### src/rtl/ozone_pc_pkg.sv
// Shared constants for the PC generation path: select codes, FSM encodings, PC step.
package ozone_pc_pkg;

    localparam logic [1:0] SEL_SEQ      = 2'b00;
    localparam logic [1:0] SEL_PRED     = 2'b01;
    localparam logic [1:0] SEL_ISSUE    = 2'b10;
    localparam logic [1:0] SEL_ROLLBACK = 2'b11;

    localparam int PC_INCR = 4;

    typedef enum logic [1:0] {
        ST_BOOT  = 2'b00,
        ST_FETCH = 2'b01,
        ST_FULL  = 2'b10
    } state_t;

endpackage

### src/rtl/pred_tracker.sv
// Outstanding-prediction counter with sticky underflow flag.
// With NEXT_PC_ALT_FIFO_EN it also keeps a FIFO of fall-through PCs, one per prediction.
module pred_tracker #(
    parameter int PC_W       = 32,
    parameter int PRED_DEPTH = 4,
    parameter int CNT_W      = $clog2(PRED_DEPTH) + 1
) (
    input  logic             clk,
    input  logic             rst,
    input  logic             push_i,
    input  logic             pop_i,
    input  logic             clear_i,
`ifdef NEXT_PC_ALT_FIFO_EN
    input  logic [PC_W-1:0]  push_pc_i,
    output logic [PC_W-1:0]  alt_pc_o,
    output logic             alt_valid_o,
`endif
    output logic [CNT_W-1:0] count_o,
    output logic             full_o,
    output logic             err_o
);

    logic [CNT_W-1:0] count_q, count_d;
    logic             err_q, err_d;
    logic             pop_eff;
    logic             push_eff;

    // A pop with nothing outstanding is not counted; a push into a full tracker needs a pop.
    assign pop_eff  = pop_i & (count_q != '0);
    assign push_eff = push_i & (~full_o | pop_eff);

    always_comb begin
        count_d = count_q;
        err_d   = err_q;
        if (clear_i) begin
            count_d = '0;
        end else begin
            if (push_eff && !pop_eff) begin
                count_d = count_q + CNT_W'(1);
            end else if (pop_eff && !push_eff) begin
                count_d = count_q - CNT_W'(1);
            end
            if (pop_i && (count_q == '0)) begin
                err_d = 1'b1;
            end
        end
    end

    always_ff @(posedge clk or negedge rst) begin
        if (!rst) begin
            count_q <= '0;
            err_q   <= 1'b0;
        end else begin
            count_q <= count_d;
            err_q   <= err_d;
        end
    end

    assign count_o = count_q;
    assign full_o  = (count_q == CNT_W'(PRED_DEPTH));
    assign err_o   = err_q;

`ifdef NEXT_PC_ALT_FIFO_EN
    localparam int PTR_W = $clog2(PRED_DEPTH);

    logic [PC_W-1:0]  mem_q [PRED_DEPTH];
    logic [PTR_W-1:0] wr_ptr_q, rd_ptr_q;

    // Depth is a power of two, so the pointers wrap on their own.
    always_ff @(posedge clk or negedge rst) begin
        if (!rst) begin
            wr_ptr_q <= '0;
            rd_ptr_q <= '0;
        end else if (clear_i) begin
            wr_ptr_q <= '0;
            rd_ptr_q <= '0;
        end else begin
            if (push_eff) wr_ptr_q <= wr_ptr_q + PTR_W'(1);
            if (pop_eff)  rd_ptr_q <= rd_ptr_q + PTR_W'(1);
        end
    end

    always_ff @(posedge clk) begin
        if (push_eff && !clear_i) begin
            mem_q[wr_ptr_q] <= push_pc_i;
        end
    end

    assign alt_pc_o    = mem_q[rd_ptr_q];
    assign alt_valid_o = (count_q != '0);
`endif

endmodule

### src/rtl/next_pc_unit.sv
// PC register, next-PC mux and fetch-stall FSM feeding instruction memory.
// Optional fall-through PC FIFO enabled by defining NEXT_PC_ALT_FIFO_EN.
module next_pc_unit
    import ozone_pc_pkg::*;
#(
    parameter int              PC_W       = 32,
    parameter logic [PC_W-1:0] RESET_PC   = '0,
    parameter int              PRED_DEPTH = 4,
    parameter int              CNT_W      = $clog2(PRED_DEPTH) + 1
) (
    input  logic             clk,
    input  logic             rst,
    input  logic [1:0]       sel,
    input  logic [PC_W-1:0]  pred_target,
    input  logic [PC_W-1:0]  issue_target,
    input  logic [PC_W-1:0]  rs_target,
    input  logic             pred_resolve,
    input  logic             fetch_ready,
    output logic             fetch_valid,
    output logic [PC_W-1:0]  fetch_pc,
    output logic [CNT_W-1:0] pred_count,
    output logic             pred_full,
    output logic             pred_err,
`ifdef NEXT_PC_ALT_FIFO_EN
    output logic [PC_W-1:0]  pred_alt_pc,
    output logic             pred_alt_valid,
`endif
    output state_t           dbg_state
);

    localparam logic [PC_W-1:0] ALIGN_MASK = ~(PC_W'(3));

    // Handshake: a fetch is taken on a cycle where fetch_valid and fetch_ready are both high;
    // rollback (sel==11) is not a handshake and takes effect on any cycle.
    state_t          state_q, state_d;
    logic [PC_W-1:0] fetch_pc_q, fetch_pc_d;
    logic            accept;
    logic            rollback;
    logic            push;
    logic            make_full;

    assign accept    = fetch_valid & fetch_ready;
    assign rollback  = (sel == SEL_ROLLBACK);
    assign push      = accept & (sel == SEL_PRED);
    assign make_full = push & ~pred_resolve & (pred_count == CNT_W'(PRED_DEPTH - 1));

    always_ff @(posedge clk or negedge rst) begin
        if (!rst) begin
            state_q    <= ST_BOOT;
            fetch_pc_q <= RESET_PC;
        end else begin
            state_q    <= state_d;
            fetch_pc_q <= fetch_pc_d;
        end
    end

    always_comb begin
        state_d = state_q;
        case (state_q)
            ST_BOOT:  state_d = ST_FETCH;
            ST_FETCH: if (make_full) state_d = ST_FULL;
            ST_FULL:  if (pred_resolve) state_d = ST_FETCH;
            default:  state_d = ST_BOOT;
        endcase
        if (rollback) state_d = ST_FETCH;
    end

    always_comb begin
        fetch_valid = (state_q == ST_FETCH) | ((state_q == ST_FULL) & (sel != SEL_PRED));
        dbg_state   = state_q;
    end

    always_comb begin
        fetch_pc_d = fetch_pc_q;
        if (rollback) begin
            fetch_pc_d = rs_target & ALIGN_MASK;
        end else if (accept) begin
            case (sel)
                SEL_SEQ:   fetch_pc_d = fetch_pc_q + PC_W'(PC_INCR);
                SEL_PRED:  fetch_pc_d = pred_target & ALIGN_MASK;
                SEL_ISSUE: fetch_pc_d = issue_target & ALIGN_MASK;
                default:   fetch_pc_d = fetch_pc_q;
            endcase
        end
    end

    assign fetch_pc = fetch_pc_q;

    pred_tracker #(
        .PC_W       (PC_W),
        .PRED_DEPTH (PRED_DEPTH),
        .CNT_W      (CNT_W)
    ) u_pred_tracker (
        .clk         (clk),
        .rst         (rst),
        .push_i      (push),
        .pop_i       (pred_resolve),
        .clear_i     (rollback),
`ifdef NEXT_PC_ALT_FIFO_EN
        .push_pc_i   (fetch_pc_q + PC_W'(PC_INCR)),
        .alt_pc_o    (pred_alt_pc),
        .alt_valid_o (pred_alt_valid),
`endif
        .count_o     (pred_count),
        .full_o      (pred_full),
        .err_o       (pred_err)
    );

endmodule
### config.mk
export PLATFORM = sky130hd
export DESIGN_NAME = next_pc_unit
export DESIGN_NICKNAME = d
export VERILOG_FILES = /design/src/rtl/ozone_pc_pkg.sv /design/src/rtl/pred_tracker.sv /design/src/rtl/next_pc_unit.sv
export SDC_FILE = /design/constraint.sdc
export NUM_CORES = 1
export LEC_CHECK = 0
export CAP_MARGIN = 15
export CORE_MARGIN = 5
export CORE_UTILIZATION = 39
export CTS_CLUSTER_DIAMETER = 120
export DETAILED_ROUTE_END_ITERATION = 8
export GPL_TIMING_DRIVEN = 0
export PLACE_DENSITY_LB_ADDON = 0.3
export RECOVER_POWER = 25
export SLEW_MARGIN = 30
export SYNTH_ARGS = -nofsm -noshare
export SYNTH_HDL_FRONTEND = slang
export SYNTH_SLANG_ARGS = --single-unit
### constraint.sdc
create_clock -name clk -period 2.1 [get_ports clk]
set_input_delay 0.21 -clock clk [delete_from_list [all_inputs] [get_ports clk]]
set_output_delay 0.21 -clock clk [all_outputs]
set_load 0.02 [all_outputs]
# ---- Word-level counts from Yosys, hierarchy flattened
# Index checks and enable logic that the tools add are counted.
dict set report word_totals {
  register_bits 38
  inputBits 102
  output_inout_bits 40
  word_cells 54
}
dict set report classes {
  n_addsub 3
  n_eq_ne 10
  muxes 10
  bitwise_logic 12
  n_reduce_logical 15
}
# operator n
set op_table {}
lappend op_table {{$pmux W32 S3} 1}
lappend op_table {{$mux W32} 2}
lappend op_table {{$add A32 B3 Y32 const B} 1}
lappend op_table {{$mux W3} 3}
lappend op_table {{$and A1 B1 Y1} 7}
lappend op_table {{$eq A2 B2 Y1 const B} 3}
lappend op_table {{$mux W2} 3}
lappend op_table {{$ne A3 B3 Y1 const B} 2}
lappend op_table {{$pmux W2 S3} 1}
lappend op_table {{$reduce_and A2 Y1} 3}
lappend op_table {{$reduce_bool A3 Y1} 2}
lappend op_table {{$eq A2 B1 Y1 const B} 2}
lappend op_table {{$logic_not A2 Y1} 2}
lappend op_table {{$reduce_bool A4 Y1} 1}
lappend op_table {{$add A3 B1 Y3 const B} 1}
lappend op_table {{$eq A3 B2 Y1 const B} 1}
lappend op_table {{$eq A3 B3 Y1 const B} 1}
lappend op_table {{$logic_and A1 B1 Y1} 3}
lappend op_table {{$logic_not A3 Y1} 1}
lappend op_table {{$not A1 Y1} 3}
lappend op_table {{$sub A3 B1 Y3 const B} 1}
lappend op_table {{$logic_not A1 Y1} 2}
lappend op_table {{$ne A2 B1 Y1 const B} 1}
lappend op_table {{$or A1 B1 Y1} 2}
lappend op_table {{$reduce_bool A2 Y1} 1}

# ---- Longest topological paths before layout
# Gate-level depths: netlist (run 1).
dict set report logic_depth {
  ltp_word 11
  mapped_depth 10
  mapped_depth_nobuf 9
}

# ---- Cells and area by module
# From an unflattened synthesis (run 1), not the netlist that was laid out.
dict set report unflattened {
  cells_unflattened 382
  area_unflattened_um2 3055.4
}
# mod n_inst cells_per_inst area_per_inst_um2 seq_area_each_um2
set by_module_without_submodules {}
lappend by_module_without_submodules {next_pc_unit 1 351 2780.2 800.8}
lappend by_module_without_submodules {pred_tracker 1 31 275.3 100.1}

# ---- Worst setup path after synthesis (run 1)
# No wires, ideal clock.
dict set report synth_timing {
  path_kind {input -> register}
  start {in sel[1]}
  end {reg u_pred_tracker.count_q[2], in the netlist u_pred_tracker.count_o[2]}
  setup_time_ns 0.078
  arrival_time_ns 2.110
  required_ns 2.022
  setup_slack_ns -0.088
  path_stages 10
  path_buffers 1
  path_cell_list {inv_1 ha_1 clkbuf_1 and4b_1 o211ai_1 fa_1 nor4_1 a21oi_1 or2_2 a21oi_1}
}
dict set report synth_between {
  elab_chain_len 9
  word_cells_on_any_way 14
  cone_classes {eq/ne (3); mux (2); bitwise (5); reduce/logical (4)}
}
# element line_no
set synth_rtl {}
lappend synth_rtl {{start: declaration} next_pc_unit.sv:13} ;# input logic [1:0] sel,
lappend synth_rtl {{$ne A2 B1 Y1} next_pc_unit.sv:69} ;# fetch_valid = (state_q == ST_FETCH) | ((state_q == ST_FULL) & (sel != SEL_PRED));
lappend synth_rtl {{$and A1 B1 Y1} next_pc_unit.sv:69}
lappend synth_rtl {{$or A1 B1 Y1} next_pc_unit.sv:69}
lappend synth_rtl {{$and A1 B1 Y1} next_pc_unit.sv:42} ;# assign accept = fetch_valid & fetch_ready;
lappend synth_rtl {{$and A1 B1 Y1} next_pc_unit.sv:44} ;# assign push = accept & (sel == SEL_PRED);
lappend synth_rtl {{$and A1 B1 Y1} pred_tracker.sv:30} ;# assign push_eff = push_i & (~full_o | pop_eff);
lappend synth_rtl {{$logic_and A1 B1 Y1 / $logic_not A1 Y1 (equally long branches)} {pred_tracker.sv:38, pred_tracker.sv:40}}
lappend synth_rtl {{$mux W3 / $logic_and A1 B1 Y1 (equally long branches)} {pred_tracker.sv:38, pred_tracker.sv:40}}
lappend synth_rtl {{$mux W3 / $reduce_bool A3 Y1 (equally long branches)} --}
lappend synth_rtl {{end signal: assignment} pred_tracker.sv:54} ;# count_q <= count_d;
lappend synth_rtl {{end: declaration} pred_tracker.sv:23} ;# logic [CNT_W-1:0] count_q, count_d;
# Parallel ways exist; a longest one is shown, timed or not.
# A chain may end at the register's enable or synchronous reset.

# ---- Final worst setup path (run 1)
dict set report layout_timing {
  start {reg fetch_pc_q[12], in the netlist fetch_pc[12]}
  end {reg fetch_pc_q[31], in the netlist fetch_pc[31]}
}
dict set report layout_between {
  elab_chain_len 4
}
# element line_no
set layout_rtl {}
lappend layout_rtl {{start: declaration} next_pc_unit.sv:36} ;# logic [PC_W-1:0] fetch_pc_q, fetch_pc_d;
lappend layout_rtl {{start signal: assignment} next_pc_unit.sv:53} ;# fetch_pc_q <= fetch_pc_d;
lappend layout_rtl {{$add A32 B3 Y32} next_pc_unit.sv:79} ;# SEL_SEQ: fetch_pc_d = fetch_pc_q + PC_W'(PC_INCR);
lappend layout_rtl {{$pmux W32 S3} next_pc_unit.sv:78} ;# case (sel)
lappend layout_rtl {{$mux W32} next_pc_unit.sv:77} ;# end else if (accept) begin
lappend layout_rtl {{$mux W32} next_pc_unit.sv:75} ;# if (rollback) begin
# Every way passes these cells. The select of a mux whose other input is x is not followed.

==> results.yml, run 1 <==
power:
  ir_drop_uv: 524
  power_density_nw_per_um2: 688
  pwr-share-seq_pct: 32.7
  power_frac_comb_pct: 48.6
  p_sw_share_pct: 40.8
  leakage_uw: 0.00186
  p_int_uw: 2020
  power.total_uw: 3420
  p_sw_uw: 1390
  clkPwrFrac_pct: 18.8
synthesis:
  synth_cell_types: 73
  synth_top_family_by_area: "compound AO/OA/AOI/OAI gates"
  synth_area_um2: 3190
  synth_xor_area_share_pct: 1.10
  synth.avg_cell_area_um2: 8.15
  synthMuxAreaShare_pct: 1.65
  yosysSeqAreaShare_pct: 28.3
  synthFlopType: "dfrtp_1"
  synth_compound_area_share_pct: 33.6
  async_flop_share_pct: 100
  synth_seq_cells: 36
  yosys.area_share.simple_pct: 24.9
  synth_edf_count: 0
  synthesis.yosys.warnings: 0
  synthCells: 391
  synth_fa_ha_area_share_pct: 2.59
worst_setup_path:
  cp-start-kind: "flop"
  cp_max_fo: 6
  end_kind: "flop"
  critical_path_class: "flop to flop"
  crit_slowest_cell: "dfrtp_1"
  cp.arrival_ns: 2.31
  worstPathRequired_ns: 2.32
  worst_path_largest_cell_delay_ns: 0.46
  path_cells: "nand4_1 > nor2_1 > nand3_1 > or4_1 > a32oi_1"
placement:
  io_buffers: 133
  gp_congestion: 0.957
  pre_cts_ws_ns: -0.800
  hpwl_um: 10100
  dpl-instance-area_um2: 4680
global_route:
  grt.overflow.total: 0
  grt_max_degree: 22
  grt_pass1_vias: 4019
  grt.total_usage_pct: 26.4
  antenna_found_initial: 0
  grt_pass1_wl_um: 20900
timing:
  min_period_over_period_pct: 99.2
  min_period_ns: 2.08
  fmax_ghz: 0.480
  setup_ws_ns: 0.0174
  clock_skew_ns: 0.0179
  slew_headroom_pct: 37.5
  tightest_slew_ns: 0.938
  finalMaxSlewViolations: 0
  final-hold-violation-count: 0
  setup_tns_ns: 0
  setup_violations: 0
  rsz0062_at_grt: "true"
route:
  drtIter0Drc: 428
  routed_via_density: 6.25
  ant_nets: 0
  wirelength_um: 13800
  vias: 4057
  drtPass1Iterations: 6
  drc: 0
  wl_per_cell_um: 21.3
cts:
  clock-root-buffer: "clkbuf_8"
  path_clk_slew_ns: 0.08
  cts_max_level: 2
  cts_tree: "yes"
  cts_buffers: 5
  cts_buffer_depth: 2
  cts.sinks: 36
  clkLatencyLatePin_ns: 0.31
cells_and_area:
  areaGrowthSynthToFinish_pct: 55.9
  nNetsFinal: 651
  fin_area_um2: 4970
  layout-drive-gt1-share_pct: 15.6
  diodes: 0
floorplan:
  die-height_um: 100
  dieWidth_um: 100
  ios: 142
  die_area_um2: 10100
  start_util_pct: 39.4
  rows: 33
  core_um2: 8090
outcome:
  status: "completed"
min_path:
  hold_path_class: "input port to flop"
job:
  drv_cap: 0
==> per-stage QoR <==
| stage | utilization [%] | std cells | hold slack, ns |
|---|---|---|---|
| final | 61.4 | 649 | 0.442 |
| after global routing | 61.4 | 649 | 0.460 |
| after CTS | 60.8 | 646 | 0.397 |
| after detailed placement | 57.9 | 631 | 0.174 |
| after global placement | 57.6 | 630 | 0.452 |
| after floorplan | - | 392 | -0.0856 |
==> placed cells by master, fill, tap and decap left out, drive strengths merged, types with 8 or more instances in the layout <==
cell type and instances:
a21oi 30, nand4 13, a22o 10, a221o 8, nand3 18, inv 12, clkdlybuf4s50 129, nand2 36
o21ai 19, o31ai 12, buf 25, dfrtp 36, a22oi 17, nor2 28, nor3 10, clkbuf 28
==> power by group through the flow <==
stage / clock network (µW) / registers [µW] / logic, µW
floorplan: 0 / 1240 / 664
global placement: 0 / 1100 / 1540
detailed placement: 0 / 1100 / 1570
CTS: 639 / 1100 / 1620
global route: 671 / 1140 / 1770
finish: 642 / 1120 / 1660
==> path summary, 6_finish.rpt <==
check / startpoint / endpoint / slack, ns / cells past startpoint
worst max register to register: fetch_pc[12] / fetch_pc[31] / 0.02 / 5
worst max-delay path: fetch_pc[12] / fetch_pc[31] / 0.02 / 5
max in group asynchronous: rst / dbg_state[1] / 0.37 / 3
min in group asynchronous: rst / fetch_pc[29] / 0.55 / 2
worst min register to register: u_pred_tracker.err_o / u_pred_tracker.err_o / 0.47 / 1
worst min-delay path: rs_target[31] / fetch_pc[31] / 0.44 / 3
==> timing repair <==
item	CTS	global route
endpoints found under the hold margin	15	0
resized for setup	29	16
buffers inserted	8	3
pin swaps	4	2
hold buffers	1	0
setup endpoints to repair	34	15
==> state kept, by name, summed over array words and instances (netlist names) <==
name	count
fetch_pc	30
u_pred_tracker.err_o	1
dbg_state	2
u_pred_tracker.count_o	3
==> routing by layer <==
metal	track usage [%]	up-vias	share of wire (%)
met5	0	-	0
li1	-	1834	-
met2	44.2	238	48
met1	33.1	1951	40
met4	9.64	0	3.0
met3	5.98	34	9.0
==> Yosys cell counts, types with 3 or more instances <==
cell type	count	area [µm²]
buf_6	4	45.0
nor3_1	7	35.0
o31ai_1	11	82.6
or3_1	5	31.3
and4_1	4	35.0
a32oi_1	3	26.3
a31oi_1	3	18.8
buf_2	6	30.0
nor2_1	27	101
nand2_1	36	135
a221oi_1	7	61.3
o22ai_1	3	18.8
a311oi_1	4	35.0
nand4_1	10	62.6
ha_1	5	62.6
inv_1	12	45.0
a22o_1	10	87.6
o21ai_0	17	85.1
dfrtp_1	36	901
o211ai_1	7	52.6
a211oi_1	6	45.0
nor4_1	7	43.8
a21oi_1	30	150
mux2i_1	3	30.0
clkbuf_1	21	78.8
a22oi_1	16	120
a221o_1	8	80.1
nand3_1	18	90.1
nand2b_1	4	25.0
==> cell type report <==
class | instances | area [µm²]
Clock inverter | 2 | 35.0
Clock buffer | 6 | 72.6
Multi-Input combinational cell | 307 | 2110
Buffer | 34 | 238
Timing Repair Buffer | 146 | 1420
Inverter | 13 | 50.0
Tap cell | 105 | 131
Sequential cell | 36 | 908
Fill cell | 712 | 3120
==> critical path, delay by kind of cell (launching register included) <==
kind,cells,cell delay (ns)
AO/OA/AOI/OAI,1,0.20
AND/OR/NAND/NOR,4,1.34
flip-flops,1,0.46
==> kinds of logic after synthesis <==
logic type	after synthesis
mux	5
fa+ha+maj	6
compound gates	148
flops	36
buf+inv	49
simple gates	142
other cells	1
xor+xnor	4
No activity file was read; power rests on OpenSTA's default activity.
==> run 2, diff against run 1 <==
PLACE_DENSITY_LB_ADDON = 0.12   (was 0.3)
SETUP_SLACK_MARGIN = 0.3   (was default)
SKIP_LAST_GASP = 1   (was default)
==> run 2 against run 1 <==
Effect of this change: via count up 7.3%; critical path depth is 1 higher; combinational power rose by 27%; sequential power decreased by 4%; wire length grew 11%; core utilization increased by 8.2 points; first-iteration DRC count up 14%; sequential share of layout area is 1.8 points lower; non-clock buffer count rose by 40; count of clock-buffer cells in the layout unchanged; clock power is 0.9% higher; global-route usage grew 3.1 points; largest cell class unchanged; highest routed layer unchanged.
==> results.yml, run 2 (same netlist as run 1, synthesis figures left out) <==
outcome:
  status: "completed"
placement:
  gp_congestion: 0.924
  io_buffers: 133
  hpwl_um: 10300
  dp.cells: 631
worst_setup_path:
  critical_path_class: "flop to flop"
  rrSetupSlack_ns: 0.16
  end_kind: "flop"
  reg2reg_depth: 6
  rr_startpoint: "fetch_pc[15]"
  cp-start-kind: "flop"
  r2r_end: "fetch_pc[25]"
  cp.arrival_ns: 2.13
  cp_max_fo: 5
  worstPathRequired_ns: 2.29
power:
  p_int_uw: 2270
  p_sw_uw: 1550
  power_frac_comb_pct: 55.0
  pwr-share-seq_pct: 28.1
  p_sw_share_pct: 40.5
  ir_drop_uv: 479
  leakage_uw: 0.00217
  clkPwrFrac_pct: 17.0
  power_density_nw_per_um2: 677
timing:
  final-hold-violation-count: 0
  hold_ws_ns: 0.408
  setup_tns_ns: 0
  slew_headroom_pct: 49.6
  finalMaxSlewViolations: 0
  min_period_ns: 1.94
  setup_violations: 0
  min_period_over_period_pct: 92.5
  rsz0062_at_grt: "true"
  clock_skew_ns: 0.00742
  tightest_slew_ns: 0.756
  fmax_ghz: 0.515
route:
  drtPass1Iterations: 6
  drtIter0Drc: 486
  ant_nets: 0
  drc: 0
  wirelength_um: 15300
  routed_via_density: 6.31
  vias: 4355
  wl_per_cell_um: 22.2
min_path:
  hold_depth: 2
  holdCritStartpoint: "pred_resolve"
  holdPathEnd: "u_pred_tracker.err_o"
  hold_path_class: "input port to flop"
global_route:
  grt.total_usage_pct: 29.4
  antenna_found_initial: 0
  grt_max_degree: 27
  grt_pass1_vias: 4282
  grt.overflow.total: 0
  grt_pass1_wl_um: 23200
cells_and_area:
  final_cell_mix: "127 x clkdlybuf4s50_1, 49 x buf_4, 33 x nand2_1"
  largest_register_ffs: 30
  layout.cells.non_filler: 690
  layout-drive-gt1-share_pct: 30.9
  layout_commonest_cell: "clkdlybuf4s50_1"
  fill_cells: 657
  areaGrowthSynthToFinish_pct: 76.8
  final_util_pct: 69.6
  nNetsFinal: 692
  diodes: 0
floorplan:
  die-height_um: 100
  die_area_um2: 10100
  rows: 33
  start_util_pct: 39.4
  core_um2: 8090
  ios: 142
  dieWidth_um: 100
cts:
  clock-root-buffer: "clkbuf_8"
  cts_max_level: 2
  cts_buffer_depth: 2
  clkLatencyLatePin_ns: 0.30
  cts_tree: "yes"
  path_clk_slew_ns: 0.08
  cts.sinks: 36
  cts_buffers: 5
job:
  drv_cap: 0
run 2: worst max-delay path by stage:
stage / start / end / slack, ns / depth (start not counted)
after floorplan: dbg_state[1] / u_pred_tracker.count_o[2] / 0.11 / 7
after global placement: sel[1] / fetch_pc[14] / -0.91 / 8
after detailed placement: sel[1] / fetch_pc[4] / -1.08 / 8
after CTS: fetch_pc[8] / fetch_pc[17] / 0.17 / 7
after global routing: fetch_pc[8] / fetch_pc[17] / 0.08 / 7
final: fetch_pc[15] / fetch_pc[25] / 0.16 / 6
run 2: power groups by stage:
stage          Sequential, µW  Combinational, µW  Clock, µW
6_report                 1070               2100        648
3_3_place_gp             1120               1600          0
2_1_floorplan            1260                721          0
4_1_cts                  1060               1970        645
3_5_place_dp             1130               1640          0
5_1_grt                  1090               2230        665
run 2: final cells by class:
type	instances	area [µm²]	share of cell area, %
clock buffers	6	72.6	1.29
inverters	13	62.6	1.11
flip-flops and latches	36	928	16.5
well taps	105	131	2.33
multi-input cells	308	2350	41.7
repair buffers	184	1730	30.7
plain buffers	36	327	5.79
clock inverters	2	35.0	0.622
run 2: what timing repair did:
| item | 4_1_cts | 5_1_grt |
|---|---|---|
| cloned | 2 | 0 |
| setup buffers | 40 | 8 |
| hold buffers | 1 | 0 |
| endpoints found under the setup margin | 38 | 32 |
| pin swaps | 18 | 10 |
| hold endpoints to repair | 10 | 0 |
| gates resized for setup | 58 | 46 |
run 2: layer usage:
layer  wire (µm)  share of wire, %  GRT usage [%]  vias to the layer above
met2        7080                46           47.3                      295
li1            -                 -              -                     1913
met5           0                 0              0                        -
met4         486               3.2           10.4                        0
met1        6060                40           37.8                     2101
met3        1690                11           8.41                       46
run 2: per-stage QoR:
stage | instance area [µm²] | worst slack [ns] | total power (µW)
after global routing | 5640 | 0.0844 | 3990
after CTS | 5430 | 0.166 | 3680
final | 5640 | 0.157 | 3810
after global placement | 4840 | -0.908 | 2720
after floorplan | 3380 | 0.114 | 1980
after detailed placement | 4860 | -1.08 | 2770
run 2: worst max-delay path: stages (launching register included):
cell and delay, ns:
dfrtp_1 0.43, nand4_1 0.19, or4_4 0.59, buf_12 0.18, nor3_4 0.10, nor4b_1 0.07
a221o_1 0.27
==> patch: new RTL, flow settings as in run 1 <==
`PC_W` is set to 32 in 2 places; all go to 64.
--- a/src/rtl/pred_tracker.sv
+++ b/src/rtl/pred_tracker.sv
@@ -1,7 +1,7 @@
 // Outstanding-prediction counter with sticky underflow flag.
 // With NEXT_PC_ALT_FIFO_EN it also keeps a FIFO of fall-through PCs, one per prediction.
 module pred_tracker #(
-    parameter int PC_W       = 32,
+    parameter int PC_W       = 64,
     parameter int PRED_DEPTH = 4,
     parameter int CNT_W      = $clog2(PRED_DEPTH) + 1
 ) (
--- a/src/rtl/next_pc_unit.sv
+++ b/src/rtl/next_pc_unit.sv
@@ -3,7 +3,7 @@
 module next_pc_unit
     import ozone_pc_pkg::*;
 #(
-    parameter int              PC_W       = 32,
+    parameter int              PC_W       = 64,
     parameter logic [PC_W-1:0] RESET_PC   = '0,
     parameter int              PRED_DEPTH = 4,
     parameter int              CNT_W      = $clog2(PRED_DEPTH) + 1
Ports: changed (resized fetch_pc, issue_target, pred_target and rs_target); port bits go from 142 to 270. No check against the original RTL was run, so the function may have changed too.
==> patch against run 1 <==
- the run now ends with setup timing left
- clock power is 130% higher
- sequential cell count is 32 higher
- synthesized area is 86% higher
- setup slack worse by 0.13 ns
- count of clock-buffer cells in the layout is 6 higher
- routed wire length grew to 2.5 times the old value
- first-iteration DRC count grew to 3.5 times the old value
- power is 97% higher
- global-route usage is 9.9 points higher
- cell area is 110% higher
- critical path type unchanged
==> patch: results (changes against run 1) <==
- Status: complete, but fails checks (was finished, final reports clean)
- Failing checks: setup timing
- Final setup margin: -0.1130 ns (was 0.01737 ns)
- Commonest cells in the netlist: nand2_1, a21oi_1, dfrtp_1, nor2_1, clkbuf_1 (was dfrtp_1, nand2_1, a21oi_1)
- Clock Skews: 0.009293 ns (was 0.01793 ns)
- Vias per cell: 6.713 (was 6.251)
- Cell count of the worst reg-to-reg path: 12 (was 5)
- Mapped Cells: 784 (was 391)
- Seq/Total Area, Yosys: 28.68% (was 28.27%)
- Final #Nets: 1343 (was 651)
- Non-Filler Instances: 1333 (was 649)
- CP top delay family: buffers and inverters (was simple AND/OR/NAND/NOR gates)
- Slowest stage delay, CP: 0.41 ns (was 0.46 ns)
- HP Class: in2reg (unchanged)
- Clock root cell: clkbuf_16 (was clkbuf_8)
- Placed Area: 0.008870 mm^2 (was 0.004682 mm^2)
- Crit path DAT: 2.49 ns (was 2.31 ns)
- Count of cell types in the netlist: 74 (was 73)
- DP HPWL: 24120 um (was 10060 um)
- I/O Buffers: 260 (was 133)
- Slowest CP cell: dfrtp_2 (was dfrtp_1)
- Worst-skew pair later-pin latency: 0.35 ns (was 0.31 ns)
- Largest net degree at the start of global routing: 38 (was 22)
- CTS buffer count: 9 (was 5)
- First-pass GRT wire length: 49400 um (was 20950 um)
- Max VDD drop: 0.5280 mV (was 0.5236 mV)
- Initial antenna violation count: 0 (unchanged)
- Layout cell share with drive strength beyond 1: 26.05% (was 15.63%)
- Leak: 4.083 nW (was 1.856 nW)
- Number of global-route vias before repair: 8341 (was 4019)
- Worst-margin pin slew: 0.9266 ns (was 0.9377 ns)
- Routed wire length: 35100 um (was 13820 um)
- Yosys warns: 0 (unchanged)
- Dpl cells: 1234 (was 631)
- DR iter-0 viols: 1483 (was 428)
- Setup Viol. Count Final: 18 (was 0)
- Clock-pin slew on the worst setup and hold paths: 0.06 ns (was 0.08 ns)
- GPL Wtd Cong: 0.9942 (was 0.9569)
- Hold path cells: 3 (unchanged)
- H-tree Lvls: 3 (was 2)
- DR pass1 iterations: 9 (was 6)
- Fin Hold WS: 0.3337 ns (was 0.4421 ns)
- CP Max Fanout: 5 (was 6)
- Max clock buf depth: 2 (unchanged)
- Overall routing resource usage: 36.30% (was 26.35%)
- Post-synth ARST share: 100.0% (unchanged)
- Area contributors post-synth: dfrtp_1, a21oi_1, a22oi_1, nand2_1, nor2_1 (was dfrtp_1, a21oi_1, nand2_1, a22oi_1, nor2_1)
- Number of flip-flops in the largest register: 62 (was 30)
patch: changes by cell type in the layout (fill, tap and decap cells not counted), moves of 28 or more:
cell,change
a22oi_1,+28
nand2_1,+38
nor2_1,+35
buf_4,+57
clkdlybuf4s50_1,+127
dfrtp_2,+35
a21oi_1,+38
patch: worst paths after layout:
kind | end | startpoint
min | u_pred_tracker.count_o[1]$_DFFE_PN0P_ | pred_resolve
min reg2reg | u_pred_tracker.err_o$_DFFE_PN0P_ | u_pred_tracker.err_o$_DFFE_PN0P_
max reg2reg | fetch_pc[40]$_DFFE_PN0P_ | fetch_pc[3]$_DFFE_PN0P_
max | fetch_pc[40]$_DFFE_PN0P_ | fetch_pc[3]$_DFFE_PN0P_
max in group asynchronous | fetch_pc[3]$_DFFE_PN0P_ | rst
min in group asynchronous | fetch_pc[57]$_DFFE_PN0P_ | rst
patch: per-layer routing:
layer	wire (um)	vias up	global-route usage [%]
met5	0	-	0
met4	2537	0	20.69
met3	4448	191	9.403
met2	15580	787	58.13
met1	12530	4199	44.33
li1	-	3772	-
patch: worst register-to-register path, cell delays in order (launching register included):
cell	delay (ns)
dfrtp_2	0.41
ha_4	0.17
and3_4	0.19
nand4_1	0.11
buf_6	0.16
buf_12	0.13
buf_6	0.11
nor3_4	0.20
buf_6	0.17
buf_6	0.11
a21oi_2	0.05
a41o_1	0.22
a21oi_2	0.13
patch: cell families (layout without fill, tap and decap cells):
logic type	count (synthesis)	in the layout	share of synthesized area (%)
simple gates	313	313	27.41
other cells	1	3	0.06320
mux	12	12	2.088
flops	68	68	28.68
xor+xnor	13	13	1.919
compound gates	293	293	33.26
buf+inv	78	437	5.188
fa+ha+maj	6	6	1.392
patch: power by group:
group	internal [mW]	total, mW	switching (mW)
combinational	1.55	3.26	1.71
sequential	1.58	2.01	0.428
clock	0.829	1.47	0.640
patch: final cells by class:
type                            count  area (um^2)
Tap cell                          188        235.2
Clock buffer                       12        246.5
Timing Repair Buffer              348         3372
Antenna cell                        1        2.502
Multi-Input combinational cell    639         4503
Buffer                             62        421.7
Inverter                           11        46.29
Clock inverter                      4        25.02
Fill cell                        1180         4484
Sequential cell                    68         1753
patch: what timing repair did:
action,in CTS,in global routing
pin swaps,28,53
hold buffers,1,0
buffers inserted,56,29
endpoints found under the hold margin,31,0
gates cloned,2,1
endpoints found under the setup margin,68,47
gates resized for setup,170,72
patch: through the flow:
stage	util, %	TNS, ns	setup slack (ns)
5_1_grt	70.27	-2.779	-0.1893
4_1_cts	67.21	-0.3533	-0.08506
6_report	70.28	-1.114	-0.1130
3_5_place_dp	58.78	-77.33	-1.675
2_1_floorplan	-	-0.5181	-0.1157
3_3_place_gp	58.62	-201.28	-2.034
